<file path="config.mk">
export PLATFORM = sky130hd
export DESIGN_NAME = pattern_detect_ctrl
export DESIGN_NICKNAME = d
export VERILOG_FILES = /design/src/rtl/pattern_detect_pkg.sv /design/src/rtl/pattern_match_core.sv /design/src/rtl/pattern_detect_ctrl.sv
export SDC_FILE = /design/constraint.sdc
export NUM_CORES = 1
export LEC_CHECK = 0
export CAP_MARGIN = 10
export CORE_MARGIN = 2
export CORE_UTILIZATION = 52
export CTS_CLUSTER_SIZE = 28
export DETAILED_ROUTE_END_ITERATION = 8
export PLACE_DENSITY = 0.83
export RECOVER_POWER = 100
export SYNTH_ARGS = -nofsm -noshare
export SYNTH_HDL_FRONTEND = slang
export SYNTH_SLANG_ARGS = --single-unit
</file>
<file path="constraint.sdc">
create_clock -name clk -period 2.2 [get_ports clk]
set_input_delay 0.44 -clock clk [delete_from_list [all_inputs] [get_ports clk]]
set_output_delay 0.44 -clock clk [all_outputs]
set_load 0.02 [all_outputs]
</file>
<file path="src/rtl/pattern_detect_pkg.sv">
// Shared types and defaults for the serial pattern detector.
package pattern_detect_pkg;

  localparam int unsigned DEF_PAT_W = 8;
  localparam int unsigned DEF_CNT_W = 8;

  typedef enum logic [1:0] {
    IDLE  = 2'd0,
    ARMED = 2'd1,
    RUN   = 2'd2
  } state_t;

endpackage

</file>
<file path="src/rtl/pattern_match_core.sv">
// History shift register, fill counter and masked comparator for the detector.
module pattern_match_core
  import pattern_detect_pkg::*;
#(
  parameter int unsigned PAT_W = DEF_PAT_W
) (
  input  logic                       clk,
  input  logic                       rst_n,
  input  logic                       clear,
  input  logic                       step,
  input  logic                       x,
  input  logic [PAT_W-1:0]           pattern,
  input  logic [$clog2(PAT_W)-1:0]   len,
  input  logic                       overlap,
  output logic                       match
);

  localparam int unsigned LW = $clog2(PAT_W);

  logic [PAT_W-2:0] history;
  logic [PAT_W-1:0] window;
  logic [PAT_W-1:0] mask;
  logic [LW-1:0]    fill;

  assign window = {history, x};

  // Only bits [len:0] of the window take part in the compare.
  always_comb begin
    mask = '0;
    for (int unsigned i = 0; i < PAT_W; i++) begin
      if (LW'(i) <= len) mask[i] = 1'b1;
    end
  end

  assign match = step && (fill >= len) && (((window ^ pattern) & mask) == '0);

  always_ff @(posedge clk or negedge rst_n) begin
    if (!rst_n) begin
      history <= '0;
      fill    <= '0;
    end else if (clear) begin
      history <= '0;
      fill    <= '0;
    end else if (step) begin
      history <= window[PAT_W-2:0];
      if (match && !overlap) begin
        fill <= '0;
      end else if (fill < len) begin
        fill <= fill + 1'b1;
      end
    end
  end

endmodule

</file>
<file path="src/rtl/pattern_detect_ctrl.sv">
// Configurable serial pattern detector: config handshake, run FSM and match counter.
module pattern_detect_ctrl
  import pattern_detect_pkg::*;
#(
  parameter int unsigned PAT_W = DEF_PAT_W,
  parameter int unsigned CNT_W = DEF_CNT_W
) (
  input  logic                       clk,
  input  logic                       rst_n,
  input  logic                       cfg_valid,
  output logic                       cfg_ready,
  input  logic [PAT_W-1:0]           cfg_pattern,
  input  logic [$clog2(PAT_W)-1:0]   cfg_len,
  input  logic                       cfg_overlap,
  input  logic                       en,
  input  logic                       x_valid,
  input  logic                       x,
  output logic                       z,
  output logic [CNT_W-1:0]           match_cnt,
  output logic [1:0]                 state_o
);

  state_t                     state, state_nxt;
  logic                       run;
  logic                       hs;
  logic                       leave_run;
  logic                       step;
  logic                       core_match;
  logic [PAT_W-1:0]           pattern_q;
  logic [$clog2(PAT_W)-1:0]   len_q;
  logic                       overlap_q;
  logic [CNT_W-1:0]           cnt_q;

  always_ff @(posedge clk or negedge rst_n) begin
    if (!rst_n) state <= IDLE;
    else        state <= state_nxt;
  end

  // A handshake in ARMED takes priority over en, so a fresh config always lands in ARMED.
  always_comb begin
    state_nxt = state;
    unique case (state)
      IDLE:    if (hs) state_nxt = ARMED;
      ARMED:   if (hs) state_nxt = ARMED;
               else if (en) state_nxt = RUN;
      RUN:     if (!en) state_nxt = ARMED;
      default: state_nxt = IDLE;
    endcase
  end

  always_comb begin
    cfg_ready = 1'b1;
    run       = 1'b0;
    unique case (state)
      IDLE:    cfg_ready = 1'b1;
      ARMED:   cfg_ready = 1'b1;
      RUN:     begin cfg_ready = 1'b0; run = 1'b1; end
      default: cfg_ready = 1'b1;
    endcase
  end

  assign hs        = cfg_valid & cfg_ready;
  assign leave_run = run & ~en;
  assign step      = run & x_valid;

  always_ff @(posedge clk or negedge rst_n) begin
    if (!rst_n) begin
      pattern_q <= '0;
      len_q     <= '0;
      overlap_q <= 1'b0;
    end else if (hs) begin
      pattern_q <= cfg_pattern;
      len_q     <= cfg_len;
      overlap_q <= cfg_overlap;
    end
  end

  pattern_match_core #(
    .PAT_W (PAT_W)
  ) u_core (
    .clk     (clk),
    .rst_n   (rst_n),
    .clear   (hs | leave_run),
    .step    (step),
    .x       (x),
    .pattern (pattern_q),
    .len     (len_q),
    .overlap (overlap_q),
    .match   (core_match)
  );

  assign z = core_match;

  always_ff @(posedge clk or negedge rst_n) begin
    if (!rst_n) begin
      cnt_q <= '0;
    end else if (hs) begin
      cnt_q <= '0;
    end else if (z && (cnt_q != '1)) begin
      cnt_q <= cnt_q + 1'b1;
    end
  end

  assign match_cnt = cnt_q;
  assign state_o   = state;

endmodule

</file>
==> metrics.yaml <==
outcome: "complete, no violations"
antenna_cells: 0
synth_edf_count: 0
grt_pass1_wl_mm: 6.89
nets: 276
drv_cap: 0
grt_remaining_overflow: 0
start_util: 0.550
synth_nets: 215
period_share: 0.998
hold_viol: 0
pwr-share-seq: 0.452
slew_headroom: 0.484
ctsHoldBuffers: 0
ys_types: 35
cts_sinks: 32
vias_per_cell: 5.32
switchingPower_uw: 408
worstPathRequired_ps: 1760
synth_top_area_cell: "dfrtp_1"
drtIter0Drc: 93
power_frac_comb: 0.237
synth.top_cell.area_share: 0.473
grt_pass1_vias: 1535
hold_class: "flip-flop to flip-flop"
synth_xor_area_frac: 0.0673
finalWorstSetupSlack_ps: 4.13
synth-seq-cells: 32
synth_area_leaders: "dfrtp_1 (47%), nand2_1 (13%), xnor2_1 (5.7%), a21oi_1 (4.1%), ha_1 (3.7%)"
p_int_mw: 1.02
synth_fa_ha_area_frac: 0.0370
powerDensity_mw_per_mm2: 606
antenna_found_initial: 0
synthArstFlopShare: 1.00
hpwl_mm: 3.06
post-route-util: 0.767
clkTransAtPathRegs_ps: 100
track_usage: 0.258
p_sw_frac: 0.285
num_rows: 20
synth_compound_area_frac: 0.108
crit_path_start_kind: "flip-flop"
h-tree-depth: 2
synth_warnings: 0
grt_max_degree: 33
design_power_total_mw: 1.43
final_common_cell: "nand2_1"
peakVddDrop_v: 0.000424
fp.dieH_um: 61.1
portBuffers: 29
p_clk_frac: 0.311
final_max_slew_viol_count: 0
postRouteAntennaNets: 0
ys.flop_type: "dfrtp_1"
synthCells: 192
wl_per_cell_um: 14.0
die-area_mm2: 0.00373
clk_latency_ps: 340
crit_arrival_ps: 1760
worst_pin_slew_ps: 775
gp_congestion: 0.863
coreArea_mm2: 0.00308
synth_area_mm2: 0.00169
crit_type: "flip-flop to primary output"
final_cell_mix: "nand2_1 (57), dfrtp_1 (32), buf_4 (26)"
boundaryPins: 30
power.leakage_nw: 1.08
fmax_mhz: 455
drc: 0
synth_top_family_by_area: "simple AND/OR/NAND/NOR gates"
finalWirelength_mm: 4.17
fin_skew_ps: 5.24
cts_buffers: 5
yosysSeqAreaShare: 0.473
endpoint_kind: "primary output"
layout-drive-gt1-share: 0.197
dieWidth_um: 61.1
synth.avg_cell_area_um2: 8.82
rsz0062_at_grt: "yes"
synthToLayoutAreaGrowth_pct: 39.5
period_minus_slack_ps: 2200
crit_fanout: 3
drt_pass1_iterations: 5
synth_mux_area_frac: 0.00665
cts_root_buffer: "clkbuf_4"
synth-simple-area-share: 0.277
fill_cells: 231
cts_buffer_depth: 2
dp_slack_ps: -497
tritoncts: "yes"
finalSetupViolations: 0
vias: 1585
[worst max-delay path: stages (launching register included)]
cell	delay, ps
dfrtp_1	420
ha_4	300
a21o_1	150
a31oi_4	50
nor4b_4	310
buf_4	190
[path summary, 6_finish.rpt]
kind                                       startpoint                  endpoint  slack [ps]  cells after the start
max                        u_core.fill[2]$_DFFE_PN0P_                         z           4                      5
min                          pattern_q[4]$_DFFE_PN0P_  pattern_q[4]$_DFFE_PN0P_         500                      2
max reg2reg                      len_q[0]$_DFFE_PN0P_  match_cnt[4]$_DFFE_PN0P_          90                      9
min reg2reg                  pattern_q[4]$_DFFE_PN0P_  pattern_q[4]$_DFFE_PN0P_         500                      2
max in group asynchronous                       rst_n  pattern_q[4]$_DFFE_PN0P_        1020                      2
min in group asynchronous                       rst_n  match_cnt[1]$_DFFE_PN0P_         690                      2
[power by group through the flow]
stage          Sequential [mW]  Combinational [mW]  Clock, mW
3_5_place_dp             0.656               0.303          0
4_1_cts                  0.644               0.315      0.452
6_report                 0.647               0.339      0.446
5_1_grt                  0.651               0.370      0.479
3_3_place_gp             0.655               0.295          0
2_1_floorplan            0.664               0.140          0
[metal layers]
layer | up-vias | track usage | wire, µm
met1 | 752 | 0.341 | 1810
met5 | - | 0 | 0
li1 | 762 | - | -
met3 | 11 | 0.0525 | 214
met2 | 60 | 0.401 | 2030
met4 | 0 | 0.134 | 116
[final cells by class]
type	count	area, µm²	share of cell area
flip-flops and latches	32	801	0.339
repair buffers	60	493	0.209
clock inverters	2	35.0	0.0148
multi-input cells	148	915	0.387
clock buffers	6	41.3	0.0175
inverters	6	22.5	0.00953
well taps	44	55.1	0.0233
[cells by family (layout without fill, tap and decap cells)]
group	Yosys count	after routing
DFF	32	32
adders and majority gates	5	5
xor gates and xnor gates	13	13
muxes	1	1
buffers and inverters	12	74
and+or+nand+nor	99	99
AOI/OAI and AO/OA	30	30
[Yosys cell counts, drive strengths merged, types with 2 or more instances]
cell / n
clkbuf: 4
and2: 4
nand2: 58
nand3b: 2
xor2: 2
buf: 2
dfrtp: 32
o22ai: 3
nor2: 13
nor4: 4
nand2b: 3
a21oi: 14
nor3: 3
ha: 5
inv: 6
xnor2: 11
o21ai: 8
nand3: 5
[sequential cells by signal, summed over array words and instances, names as in the netlist]
register,flops
u_core.fill,3
match_cnt,8
pattern_q,8
len_q,3
u_core.history,7
state_o,2
overlap_q,1
[repair_timing]
item                                    4_1_cts  5_1_grt
resized for setup                             9       11
pin swaps                                     1        5
cloned                                        0        0
buffers inserted                              1        1
endpoints found under the setup margin        1        7
[per-stage QoR]
stage / hold WS, ps / TNS, ps / std cells / cell area (µm²)
floorplan: 144 / 0 / 192 / 1690
finish: 505 / 0 / 298 / 2360
global route: 542 / -83.0 / 298 / 2360
detailed placement: 485 / -1270 / 288 / 2230
global placement: 482 / -892 / 288 / 2230
CTS: 484 / 0 / 297 / 2320
(Power assumes the default switching activity.)
